## config.mk

```make
export PLATFORM = sky130hd
export DESIGN_NAME = seg_scan_display
export DESIGN_NICKNAME = d
export VERILOG_FILES = /design/src/rtl/seg_pkg.sv /design/src/rtl/seg_hex_decoder.sv /design/src/rtl/seg_scan_display.sv
export SDC_FILE = /design/constraint.sdc
export NUM_CORES = 1
export LEC_CHECK = 0
export CORE_MARGIN = 4
export CORE_UTILIZATION = 30
export DETAILED_ROUTE_END_ITERATION = 16
export PLACE_DENSITY = 0.54
export REMOVE_ABC_BUFFERS = 1
export SYNTH_ARGS = -nofsm -noshare
export SYNTH_HDL_FRONTEND = slang
export SYNTH_SLANG_ARGS = --single-unit
```

## constraint.sdc

```tcl
create_clock -name clk -period 3.8 [get_ports clk]
set_input_delay 0.95 -clock clk [delete_from_list [all_inputs] [get_ports clk]]
set_output_delay 0.95 -clock clk [all_outputs]
set_load 0.02 [all_outputs]
```

## src/rtl/seg_pkg.sv

```systemverilog
// Shared types and constants for the multiplexed 7-segment display driver.
// Segment patterns are active-low, ordered {CA,CB,CC,CD,CE,CF,CG} with CA as the MSB.
package seg_pkg;

   localparam logic [6:0] SEG_BLANK = 7'h7F;

   localparam logic [6:0] SEG_TABLE [16] = '{
      7'b0000001, 7'b1001111, 7'b0010010, 7'b0000110,
      7'b1001100, 7'b0100100, 7'b0100000, 7'b0001111,
      7'b0000000, 7'b0000100, 7'b0001000, 7'b1100000,
      7'b0110001, 7'b1000010, 7'b0110000, 7'b0111000
   };

   typedef enum logic [1:0] {
      StIdle,
      StLoad,
      StScan
   } state_e;

endpackage

```

## src/rtl/seg_hex_decoder.sv

```systemverilog
// Combinational hex digit to active-low 7-segment pattern lookup.
module seg_hex_decoder
   import seg_pkg::*;
(
   input  logic [3:0] hex,
   output logic [6:0] seg
);

   assign seg = SEG_TABLE[hex];

endmodule

```

## src/rtl/seg_scan_display.sv

```systemverilog
// Time-multiplexed common-anode 7-segment driver with frame-synchronous shadow capture,
// leading-zero suppression, decimal points and PWM brightness.
module seg_scan_display
   import seg_pkg::*;
#(
   parameter int unsigned DIGITS   = 8,
   parameter int unsigned CLK_DIV  = 100000,
   parameter int unsigned PWM_BITS = 4
) (
   input  logic                  clk,
   input  logic                  reset,
   input  logic                  enable,
   input  logic [4*DIGITS-1:0]   number,
   input  logic [DIGITS-1:0]     dp_mask,
   input  logic                  blank_lz,
   input  logic [PWM_BITS-1:0]   brightness,
   output logic [DIGITS-1:0]     anodes,
   output logic [7:0]            cathodes,
   output logic                  frame_done
);

   localparam int unsigned PrescW = $clog2(CLK_DIV);
   localparam int unsigned IdxW   = (DIGITS > 1) ? $clog2(DIGITS) : 1;

   localparam logic [PrescW-1:0] PrescLast = PrescW'(CLK_DIV - 1);
   localparam logic [IdxW-1:0]   IdxLast   = IdxW'(DIGITS - 1);

   state_e                state_q, state_d;
   logic [IdxW-1:0]       idx_q, idx_d;
   logic [PrescW-1:0]     presc_q, presc_d;
   logic [PWM_BITS-1:0]   pwm_q, pwm_d;

   logic [4*DIGITS-1:0]   num_q, num_d;
   logic [DIGITS-1:0]     dp_q, dp_d;
   logic                  blank_lz_q, blank_lz_d;
   logic [DIGITS-1:0]     lz_q, lz_d;

   logic [DIGITS-1:0]     anodes_q, anodes_d;
   logic [7:0]            cathodes_q, cathodes_d;
   logic                  frame_done_q, frame_done_d;

   logic                  capture;
   logic [DIGITS-1:0]     lz_new;
   logic [3:0]            digit;
   logic                  digit_dp;
   logic                  digit_blank;
   logic [6:0]            dec_seg;

   // Blank mask for the incoming word: zeros above the first nonzero digit, digit 0 exempt.
   always_comb begin
      logic seen;
      seen   = 1'b0;
      lz_new = '0;
      for (int i = DIGITS - 1; i >= 1; i--) begin
         if (number[4*i +: 4] != 4'h0) begin
            seen = 1'b1;
         end
         lz_new[i] = blank_lz && !seen;
      end
   end

   always_comb begin
      digit       = 4'h0;
      digit_dp    = 1'b0;
      digit_blank = 1'b0;
      for (int i = 0; i < DIGITS; i++) begin
         if (idx_q == IdxW'(i)) begin
            digit       = num_q[4*i +: 4];
            digit_dp    = dp_q[i];
            digit_blank = lz_q[i];
         end
      end
   end

   seg_hex_decoder u_hex_decoder (
      .hex (digit),
      .seg (dec_seg)
   );

   always_comb begin
      state_d      = state_q;
      idx_d        = idx_q;
      presc_d      = presc_q;
      pwm_d        = pwm_q + 1'b1;
      capture      = 1'b0;
      frame_done_d = 1'b0;

      unique case (state_q)
         StIdle: begin
            if (enable) begin
               state_d = StLoad;
            end
         end
         StLoad: begin
            capture = 1'b1;
            idx_d   = '0;
            presc_d = '0;
            state_d = StScan;
         end
         StScan: begin
            // Disable wins over a coincident end-of-frame: no pulse, no capture.
            if (!enable) begin
               state_d = StIdle;
            end else if (presc_q == PrescLast) begin
               presc_d = '0;
               if (idx_q == IdxLast) begin
                  idx_d        = '0;
                  capture      = 1'b1;
                  frame_done_d = 1'b1;
               end else begin
                  idx_d = idx_q + 1'b1;
               end
            end else begin
               presc_d = presc_q + 1'b1;
            end
         end
         default: state_d = StIdle;
      endcase

      num_d      = capture ? number   : num_q;
      dp_d       = capture ? dp_mask  : dp_q;
      blank_lz_d = capture ? blank_lz : blank_lz_q;
      lz_d       = capture ? lz_new   : lz_q;

      // Gating on enable makes the pins go dark on the same edge that leaves SCAN.
      anodes_d   = '1;
      cathodes_d = 8'hFF;
      if (state_q == StScan && enable) begin
         cathodes_d = {digit_blank ? SEG_BLANK : dec_seg, ~digit_dp};
         if (presc_q != '0 && pwm_q <= brightness) begin
            for (int i = 0; i < DIGITS; i++) begin
               if (idx_q == IdxW'(i)) begin
                  anodes_d[i] = 1'b0;
               end
            end
         end
      end
   end

   always_ff @(posedge clk) begin
      if (reset) begin
         state_q      <= StIdle;
         idx_q        <= '0;
         presc_q      <= '0;
         pwm_q        <= '0;
         num_q        <= '0;
         dp_q         <= '0;
         blank_lz_q   <= 1'b0;
         lz_q         <= '0;
         anodes_q     <= '1;
         cathodes_q   <= 8'hFF;
         frame_done_q <= 1'b0;
      end else begin
         state_q      <= state_d;
         idx_q        <= idx_d;
         presc_q      <= presc_d;
         pwm_q        <= pwm_d;
         num_q        <= num_d;
         dp_q         <= dp_d;
         blank_lz_q   <= blank_lz_d;
         lz_q         <= lz_d;
         anodes_q     <= anodes_d;
         cathodes_q   <= cathodes_d;
         frame_done_q <= frame_done_d;
      end
   end

   assign anodes     = anodes_q;
   assign cathodes   = cathodes_q;
   assign frame_done = frame_done_q;

endmodule

```

==> results of run 1 <==
[worst min-delay path by stage]
stage | from | to | slack, ns | cells after the start
floorplan | dp_q[3] | dp_q[3] | 0.43 | 2
global placement | num_q[13] | num_q[13] | 0.44 | 2
detailed placement | dp_q[7] | dp_q[7] | 0.45 | 2
CTS | dp_q[7] | dp_q[7] | 0.46 | 2
global route | dp_q[3] | dp_q[3] | 0.47 | 2
finish | dp_q[7] | dp_q[7] | 0.46 | 2
[state kept, by name, indices dropped and copies added (netlist names)]
register and cells:
anodes 8, cathodes 8, dp_q 8, frame_done 1, idx_q 3, lz_q 7
num_q 32, presc_q 17, pwm_q 4, state_q 2
[cells by family (layout without fill, tap and decap cells)]
logic type,after synthesis,after routing,share of synthesized area (%)
and+or+nand+nor,238,238,24.09
AOI/OAI and AO/OA,147,147,21.06
DFF,90,90,40.06
buffers and inverters,65,120,6.425
adders and majority gates,23,23,6.398
muxes,6,6,1.391
xor gates and xnor gates,3,3,0.5843
[per-layer routing]
| layer | up-vias | GRT usage [%] | part of all wire (%) |
|---|---|---|---|
| li1 | 2083 | - | - |
| met5 | - | 0 | 0 |
| met3 | 20 | 3.333 | 6.0 |
| met4 | 0 | 4.598 | 1.9 |
| met2 | 142 | 24.35 | 48 |
| met1 | 1996 | 18.28 | 45 |
[stage by stage]
stage / area, um2 / utilization [%] / std cells / hold WS [ns]
after floorplan: 4314 / - / 535 / 0.4258
after global placement: 5278 / 36.18 / 795 / 0.4417
after detailed placement: 5278 / 36.18 / 795 / 0.4486
after CTS: 5588 / 38.30 / 811 / 0.4572
after global routing: 5588 / 38.30 / 811 / 0.4719
final: 5588 / 38.30 / 811 / 0.4556
[worst max-delay path, stage by stage (launching register included)]
cell and delay (ns):
dfxtp_1 0.34, inv_1 0.08, ha_1 0.77, nand3b_1 0.21, a221oi_1 0.09, o22ai_1 0.21
a211o_1 0.19, a21boi_1 0.39, inv_1 0.15, ha_1 0.25, or3_1 0.37, o221ai_1 0.07
nand2_1 0.08
[report_power, final]
group | switching (mW) | internal, mW | total [mW] | leakage (nW)
logic | 0.229 | 0.159 | 0.387 | 1.09
registers | 0.0297 | 0.993 | 1.02 | 0.728
clock network | 0.401 | 0.523 | 0.923 | 0.153
total | 0.659 | 1.67 | 2.33 | 1.97
[placed cells by master, fill, tap and decap left out, drive strengths merged, types with 9 or more instances in the layout]
| master | n |
|---|---|
| a21oi | 69 |
| and3 | 9 |
| buf | 13 |
| clkbuf | 9 |
| clkdlybuf4s50 | 63 |
| dfxtp | 90 |
| ha | 23 |
| inv | 30 |
| nand2 | 122 |
| nand3 | 20 |
| nor2 | 41 |
| o21ai | 23 |
[final cells by class]
class / instances / area (um2) / share of cell area (%)
multi-input cells: 417 / 2415 / 43.22
flip-flops and latches: 90 / 1802 / 32.24
repair buffers: 76 / 725.7 / 12.99
well taps: 184 / 230.2 / 4.120
clock buffers: 9 / 225.2 / 4.030
inverters: 28 / 105.1 / 1.881
clock inverters: 7 / 85.08 / 1.523
==> results.yml, run 1 <==
place:
  place_ws_ns: 0.5291
  dp_hpwl_mm: 8.614
  gpl.final_weighted_congestion: 0.8376
  buffer_ports.inserted: 64
die:
  design.portCount: 65
  floorplan.die_area_um2: 17020
  die_y_um: 130.5
  die_w_um: 130.5
  core_area_um2: 14590
  floorplan.initialDensity_pct: 30.83
  placement_rows: 44
logic_synthesis:
  async_flop_share_pct: 0
  synth_largest_type_area_fraction_pct: 40.06
  synth_largest_area_cell: "dfxtp_1"
  ys_seq_elements: 90
  avgSynthCellArea_um2: 7.864
  synth.top_cells.by_area: "dfxtp_1 (40%), nand2_1 (10%), a21oi_1 (7.7%)"
  synth_edf_count: 0
  synth_sequential_area_ratio_pct: 40.06
  synth.most_common_cell: "nand2_1"
  yosysWarningCount: 0
  dominantRegCellSynth: "dfxtp_1"
  mappedNetlistArea_um2: 4498
  synthesis.instances: 572
  yosys-top-cells-count: "nand2_1 (122), dfxtp_1 (90), a21oi_1 (69)"
  synth_cell_type_count: 57
clock_tree:
  htree_levels: 3
  cts_inserted_buffers: 9
  postCtsSetupRepairBufs: 0
  clock_path_buffers: 2
  worst_skew_pair.late_latency_ns: 0.34
  clkSinkCount: 90
  cts.reportedPaths.clkPinSlew_ns: 0.07
  cts_tree: "done"
  cts_hold_buf: 0
  clock-root-buffer: "clkbuf_16"
  cts_repair_resize_count: 0
timing:
  max_slew.worst_pin.slew_ns: 0.9446
  grt_setup_unrepaired: "false"
  final_critical_path_share_of_the_clock_period_pct: 87.97
  final_period_minus_worst_setup_slack_ns: 3.343
  fmaxAchievable_mhz: 299.1
  timing.slew.headroom_pct: 37.03
  report.final.hold_viol_count: 0
  slew_viol_final: 0
  setup_viol: 0
  postLayoutSetupSlackWorst_ns: 0.4571
  setup-tns-final_ns: 0
  fin_worst_skew_ns: 0.007964
detailed_routing:
  drt_iter0_markers: 438
  remaining_drc_errors: 0
  ant_nets: 0
  drt-vias-per-instance: 5.229
  avgRoutedWirePerCell_um: 14.89
  detail_route.first_pass.iterations: 6
  routed-via-count: 4241
  routed_wl_mm: 12.08
setup_path:
  crit_path_end: "cathodes[7]"
  critical_path_class: "flip-flop to flip-flop"
  critical_path.startpoint: "idx_q[1]"
  r2r_path_start: "idx_q[1]"
  crit_fanout: 27
  reg2reg_slack_ns: 0.46
  reg2regPathDepth: 12
  crit-reg2reg-capture: "cathodes[7]"
  critical_path.endpoint_type: "flip-flop"
  crit_arrival_ns: 3.55
  start_kind: "flip-flop"
  data_required_time_of_the_worst_path_ns: 4.01
global_routing:
  grt_first_pass_wirelength_mm: 19.58
  largest_net_degree_at_the_start_of_global_routing: 46
  via_count_of_the_first_global_routing_pass: 3965
  overflow: 0
  antenna_found_initial: 0
  grt_util_all_layers_pct: 14.41
finish:
  fin_nets: 693
  area_growth_syn_to_layout_pct: 24.23
  antenna_cells_inserted: 0
  fillers: 1469
  drive_above_1_share_pct: 6.220
pwr:
  total_leakage_power_nw: 1.970
  vdd.ir_drop.worst_mv: 0.2104
  total_power_mw: 2.334
  power.density_nw_per_um2: 417.6
worst_hold_path:
  hp-class: "flip-flop to flip-flop"
run:
  max-cap-violations: 0
run_status:
  run_status: "finished clean"
Note: power is estimated with default switching activity, not from simulation.
==> inputs of run 2 (changes only) <==
--- a/config.mk
+++ b/config.mk
@@ -7,9 +7,11 @@
 export LEC_CHECK = 0
 export CORE_MARGIN = 4
 export CORE_UTILIZATION = 30
+export CTS_CLUSTER_SIZE = 25
 export DETAILED_ROUTE_END_ITERATION = 16
 export PLACE_DENSITY = 0.54
 export REMOVE_ABC_BUFFERS = 1
 export SYNTH_ARGS = -nofsm -noshare
 export SYNTH_HDL_FRONTEND = slang
+export SYNTH_HIERARCHICAL = 1
 export SYNTH_SLANG_ARGS = --single-unit
==> run 2 against run 1 <==
Power hardly changed. Core utilization hardly changed. Combinational power is 2% lower. Sequential power hardly changed. Worst setup slack better by 0.067 ns. Global-route usage is 0.88 points lower. Largest power group unchanged.
==> results.yml, run 2 <==
logic_synthesis:
  dominantRegCellSynth: "dfxtp_1"
  yosys-top-cells-count: "nand2_1 (115), dfxtp_1 (90), a21oi_1 (62)"
  synth_largest_type_area_fraction_pct: 39.56
  synth_cell_type_count: 52
  yosysWarningCount: 6
  ys_seq_elements: 90
  synth.top_cells.by_area: "dfxtp_1 (40%), nand2_1 (9.5%), a21oi_1 (6.8%)"
  synth.most_common_cell: "nand2_1"
  synth_edf_count: 0
  avgSynthCellArea_um2: 8.061
  synthesis.instances: 565
  synth_largest_area_cell: "dfxtp_1"
  async_flop_share_pct: 0
  mappedNetlistArea_um2: 4554
  synth_sequential_area_ratio_pct: 39.56
finish:
  largest_register_ffs: 32
  fin_nets: 691
  mostFrequentLayoutCells: "nand2_1 (115), dfxtp_1 (90), clkdlybuf4s50_1 (63)"
  antenna_cells_inserted: 0
  final_core_util_pct: 38.30
  largest-register: "num_q"
  final_common_cell: "nand2_1"
  area_growth_syn_to_layout_pct: 23.60
  drive_above_1_share_pct: 7.692
  reg_top3: "num_q x32, presc_q x17"
detailed_routing:
  remaining_drc_errors: 0
  routed_wl_mm: 11.55
  routed-via-count: 4033
  ant_nets: 0
  detail_route.first_pass.iterations: 4
  drt-vias-per-instance: 4.991
  avgRoutedWirePerCell_um: 14.30
  drt_iter0_markers: 174
pwr:
  vdd.ir_drop.worst_mv: 0.1816
  total_leakage_power_nw: 1.950
  combinationalPowerShare_pct: 16.2
  pwr-share-clk_pct: 39.6
  total_power_mw: 2.335
  switching_share_pct: 26.44
  seq_power_share_pct: 44.2
  power.density_nw_per_um2: 414.8
  cellInternalPower_mw: 1.718
  sw_pwr_uw: 617.3
global_routing:
  largest_net_degree_at_the_start_of_global_routing: 54
  antenna_found_initial: 0
  grt_util_all_layers_pct: 13.54
  via_count_of_the_first_global_routing_pass: 4042
  grt_first_pass_wirelength_mm: 19.63
  overflow: 0
clock_tree:
  worst_skew_pair.late_latency_ns: 0.34
  cts_repair_resize_count: 0
  clkSinkCount: 90
  cts.reportedPaths.clkPinSlew_ns: 0.07
  htree_levels: 3
  postCtsSetupRepairBufs: 0
  cts_tree: "done"
  clock-root-buffer: "clkbuf_16"
  clock_path_buffers: 2
  cts_inserted_buffers: 9
  cts_hold_buf: 0
run:
  max-cap-violations: 0
die:
  floorplan.initialDensity_pct: 30.98
  floorplan.die_area_um2: 17220
  design.portCount: 65
  placement_rows: 44
  die_w_um: 131.2
  core_area_um2: 14700
  die_y_um: 131.2
timing:
  grt_setup_unrepaired: "false"
  final_period_minus_worst_setup_slack_ns: 3.276
  final_critical_path_share_of_the_clock_period_pct: 86.22
  fin_worst_skew_ns: 0.009372
  setup_viol: 0
  fmaxAchievable_mhz: 305.2
  slew_viol_final: 0
  max_slew.worst_pin.slew_ns: 0.8917
  setup-tns-final_ns: 0
  report.final.hold_viol_count: 0
  timing.slew.headroom_pct: 40.55
setup_path:
  critical_path.endpoint_type: "flip-flop"
  data_required_time_of_the_worst_path_ns: 3.98
  crit_arrival_ns: 3.46
  critical_path_class: "flip-flop to flip-flop"
  crit_fanout: 11
  start_kind: "flip-flop"
place:
  dp_hpwl_mm: 8.583
  gpl.final_weighted_congestion: 0.8874
  buffer_ports.inserted: 64
worst_hold_path:
  hp-class: "flip-flop to flip-flop"
run_status:
  run_status: "finished clean"
## run 2: power by group through the flow
stage / clock (mW) / sequential, mW / combinational [mW]
2_1_floorplan: 0 / 1.04 / 0.228
3_3_place_gp: 0 / 1.05 / 0.374
3_5_place_dp: 0 / 1.05 / 0.380
4_1_cts: 0.955 / 1.03 / 0.381
5_1_grt: 0.989 / 1.04 / 0.432
6_report: 0.925 / 1.03 / 0.378
## run 2: cells by family after synthesis
kind of cell,share of synthesized area (%)
AOI/OAI and AO/OA,16.04
muxes,2.555
DFF,39.56
buffers and inverters,6.566
adders and majority gates,6.593
and+or+nand+nor,26.76
xor gates and xnor gates,1.923
## run 2: worst paths after layout
path / start / endpoint / slack, ns / cells after the start
worst min register to register: lz_q[7] / lz_q[7] / 0.45 / 2
worst max register to register: idx_q[1] / cathodes[4] / 0.52 / 12
worst max-delay path: idx_q[1] / cathodes[4] / 0.52 / 12
worst min-delay path: lz_q[7] / lz_q[7] / 0.45 / 2
## run 2: area by class of cell
type / instances / area (um2)
well taps: 184 / 230.2
fillers: 1526 / 9070
repair buffers: 77 / 733.2
clock inverters: 4 / 48.80
clock buffers: 12 / 266.5
flip-flops and latches: 90 / 1802
inverters: 24 / 90.09
multi-input cells: 417 / 2459
## run 2: per-stage QoR
stage | instances | setup WS, ns | hold slack, ns | cell area, um2
after global routing | 808 | 0.2954 | 0.4666 | 5629
final | 808 | 0.5237 | 0.4547 | 5629
after CTS | 808 | 0.5105 | 0.4556 | 5629
after detailed placement | 792 | 0.5403 | 0.4472 | 5314
after floorplan | 531 | 0.3508 | 0.4255 | 4345
after global placement | 792 | 0.7208 | 0.4420 | 5314
## run 2: layer usage
layer | vias to the layer above | GRT usage, % | wire length (um)
li1 | 2062 | - | -
met1 | 1865 | 17.90 | 5455
met2 | 90 | 22.32 | 5474
met3 | 16 | 2.446 | 427
met4 | 0 | 4.726 | 197
met5 | - | 0 | 0
## run 2: worst max-delay path, stage by stage, from the launching register on
cell and delay (ns):
dfxtp_1 0.34, inv_1 0.11, ha_1 0.36, o21ai_0 0.24, nor2b_1 0.19, a2111oi_0 0.37, o22ai_1 0.15, a21oi_1 0.21
inv_1 0.14, ha_1 0.32, inv_1 0.05, mux4_1 0.47, nand3b_1 0.17
==> inputs of run 3 (changes only) <==
--- a/config.mk
+++ b/config.mk
@@ -9,9 +9,10 @@
 export CORE_UTILIZATION = 30
 export CTS_CLUSTER_SIZE = 25
 export DETAILED_ROUTE_END_ITERATION = 16
+export MAX_ROUTING_LAYER = met4
 export PLACE_DENSITY = 0.54
 export REMOVE_ABC_BUFFERS = 1
+export SLEW_MARGIN = 15
 export SYNTH_ARGS = -nofsm -noshare
 export SYNTH_HDL_FRONTEND = slang
-export SYNTH_HIERARCHICAL = 1
 export SYNTH_SLANG_ARGS = --single-unit
==> run 3 against run 2 <==
Combinational power grew 2%. Critical path depth is the same. Via count grew 3.6%. Power shrank 0.12%. Final cell count grew 0.37%. Clock skew shrank 0.0011 ns. Wire length grew 4.6%. Worst setup slack lost 0.048 ns. Critical path type unchanged. Critical endpoint is now cathodes[7]. Largest cell class unchanged. Highest routed layer unchanged.
==> results.yml, run 3 (synthesis results as in run 1) <==
timing:
  grt_setup_unrepaired: "false"
  setup-tns-final_ns: 0
  fin_worst_skew_ns: 0.008244
  setup_viol: 0
  fmaxAchievable_mhz: 300.8
  report.final.hold_viol_count: 0
  timing.slew.headroom_pct: 37.05
  fin_hold_ws_ns: 0.4556
  max_slew.worst_pin.slew_ns: 0.9443
  final_critical_path_share_of_the_clock_period_pct: 87.49
  slew_viol_final: 0
  final_period_minus_worst_setup_slack_ns: 3.324
  postLayoutSetupSlackWorst_ns: 0.4755
global_routing:
  largest_net_degree_at_the_start_of_global_routing: 46
  grt_first_pass_wirelength_mm: 19.60
  via_count_of_the_first_global_routing_pass: 3963
  grt_util_all_layers_pct: 14.86
  antenna_found_initial: 0
  overflow: 0
clock_tree:
  clock-root-buffer: "clkbuf_16"
  clock_path_buffers: 2
  cts_repair_resize_count: 0
  htree_levels: 3
  cts_inserted_buffers: 9
  clkSinkCount: 90
  worst_skew_pair.late_latency_ns: 0.35
  cts_hold_buf: 0
  cts.reportedPaths.clkPinSlew_ns: 0.07
  postCtsSetupRepairBufs: 0
  cts_tree: "done"
detailed_routing:
  avgRoutedWirePerCell_um: 14.90
  detail_route.first_pass.iterations: 7
  drt-vias-per-instance: 5.150
  drt_iter0_markers: 455
  routed-via-count: 4177
  routed_wl_mm: 12.09
  remaining_drc_errors: 0
  ant_nets: 0
place:
  dp_hpwl_mm: 8.614
  dpl.cell_count: 795
  placement.cell_area_um2: 5278
  gpl.final_weighted_congestion: 0.8505
  place_ws_ns: 0.5291
  buffer_ports.inserted: 64
worst_hold_path:
  hp-class: "flip-flop to flip-flop"
  worstHoldStart: "dp_q[7]"
setup_path:
  slowest_delay_ns: 0.77
  cp.buffers_inverters: 2
  critical-path-top-delay-family: "adder cells"
  critical_path_class: "flip-flop to flip-flop"
  cpMaxStageDelayCell: "ha_1"
  data_required_time_of_the_worst_path_ns: 4.01
  critical_path.cell_chain: "inv_1 > ha_1 > nand3b_1 > a221oi_1 > o22ai_1 > a211o_1 > a21boi_1 > inv_1 > ha_1 > or3_1 > o221ai_1 > nand2_1"
  r2r_path_start: "idx_q[1]"
  start_kind: "flip-flop"
  critical_path.endpoint_type: "flip-flop"
  critical_path.startpoint: "idx_q[1]"
  crit_fanout: 27
  crit_arrival_ns: 3.53
die:
  design.portCount: 65
  floorplan.die_area_um2: 17020
  die_y_um: 130.5
  placement_rows: 44
  floorplan.initialDensity_pct: 30.83
  core_area_um2: 14590
  die_w_um: 130.5
finish:
  instances_no_fill: 811
  largest-register: "num_q"
  fin_area_um2: 5588
  largest_register_ffs: 32
  final_core_util_pct: 38.30
  antenna_cells_inserted: 0
  area_growth_syn_to_layout_pct: 24.23
  fin_nets: 693
  drive_above_1_share_pct: 6.220
  reg_top3: "num_q x32, presc_q x17"
  final_common_cell: "nand2_1"
  mostFrequentLayoutCells: "nand2_1 (122), dfxtp_1 (90), a21oi_1 (69)"
pwr:
  vdd.ir_drop.worst_mv: 0.2086
  power.density_nw_per_um2: 417.4
  total_leakage_power_nw: 1.970
  total_power_mw: 2.332
run_status:
  run_status: "finished clean"
run:
  max-cap-violations: 0
==> run 3: cell count changes in the layout (fill, tap and decap cells not counted), moves of 5 or more <==
| cell | change |
|---|---|
| nor2b_1 | -5 |
| mux2i_1 | -5 |
| nand2b_1 | -6 |
| and3_1 | +5 |
| a21oi_1 | +7 |
| nand4_1 | -11 |
| xor2_1 | -8 |
| a311oi_1 | +8 |
| a21oi_2 | -10 |
| nand2_1 | +7 |
| inv_1 | +5 |
==> run 3: worst register-to-register path: stages, from the launching register on <==
cell and delay [ns]:
dfxtp_1 0.34, inv_1 0.08, ha_1 0.77, nand3b_1 0.22
a221oi_1 0.09, o22ai_1 0.20, a211o_1 0.18, a21boi_1 0.39
inv_1 0.15, ha_1 0.25, or3_1 0.37, o221ai_1 0.07
nand2_1 0.08
==> run 3: area by class of cell <==
type	instances	area (um2)
clock buffers	9	225.2
clock inverters	7	85.08
fillers	1469	9001
inverters	28	105.1
multi-input cells	417	2415
flip-flops and latches	90	1802
well taps	184	230.2
repair buffers	76	725.7
==> run 3: path summary, 6_finish.rpt <==
check | to | slack [ns] | cells past startpoint
max | cathodes[7] | 0.48 | 12
min | dp_q[7] | 0.46 | 2
max reg2reg | cathodes[7] | 0.48 | 12
min reg2reg | dp_q[7] | 0.46 | 2
==> run 3: layer usage <==
layer | GRT usage, % | vias up | wire, um
met5 | - | - | 0
met2 | 24.29 | 129 | 5754
met1 | 18.40 | 1944 | 5344
met3 | 3.293 | 23 | 770
met4 | 4.598 | 0 | 215
li1 | - | 2081 | -
==> run 3: where the power goes <==
part           internal, mW  leakage, nW  total [mW]  switching [mW]
clock                 0.522        0.153       0.922           0.400
combinational         0.158         1.09       0.387           0.229
sequential            0.993        0.728        1.02          0.0298
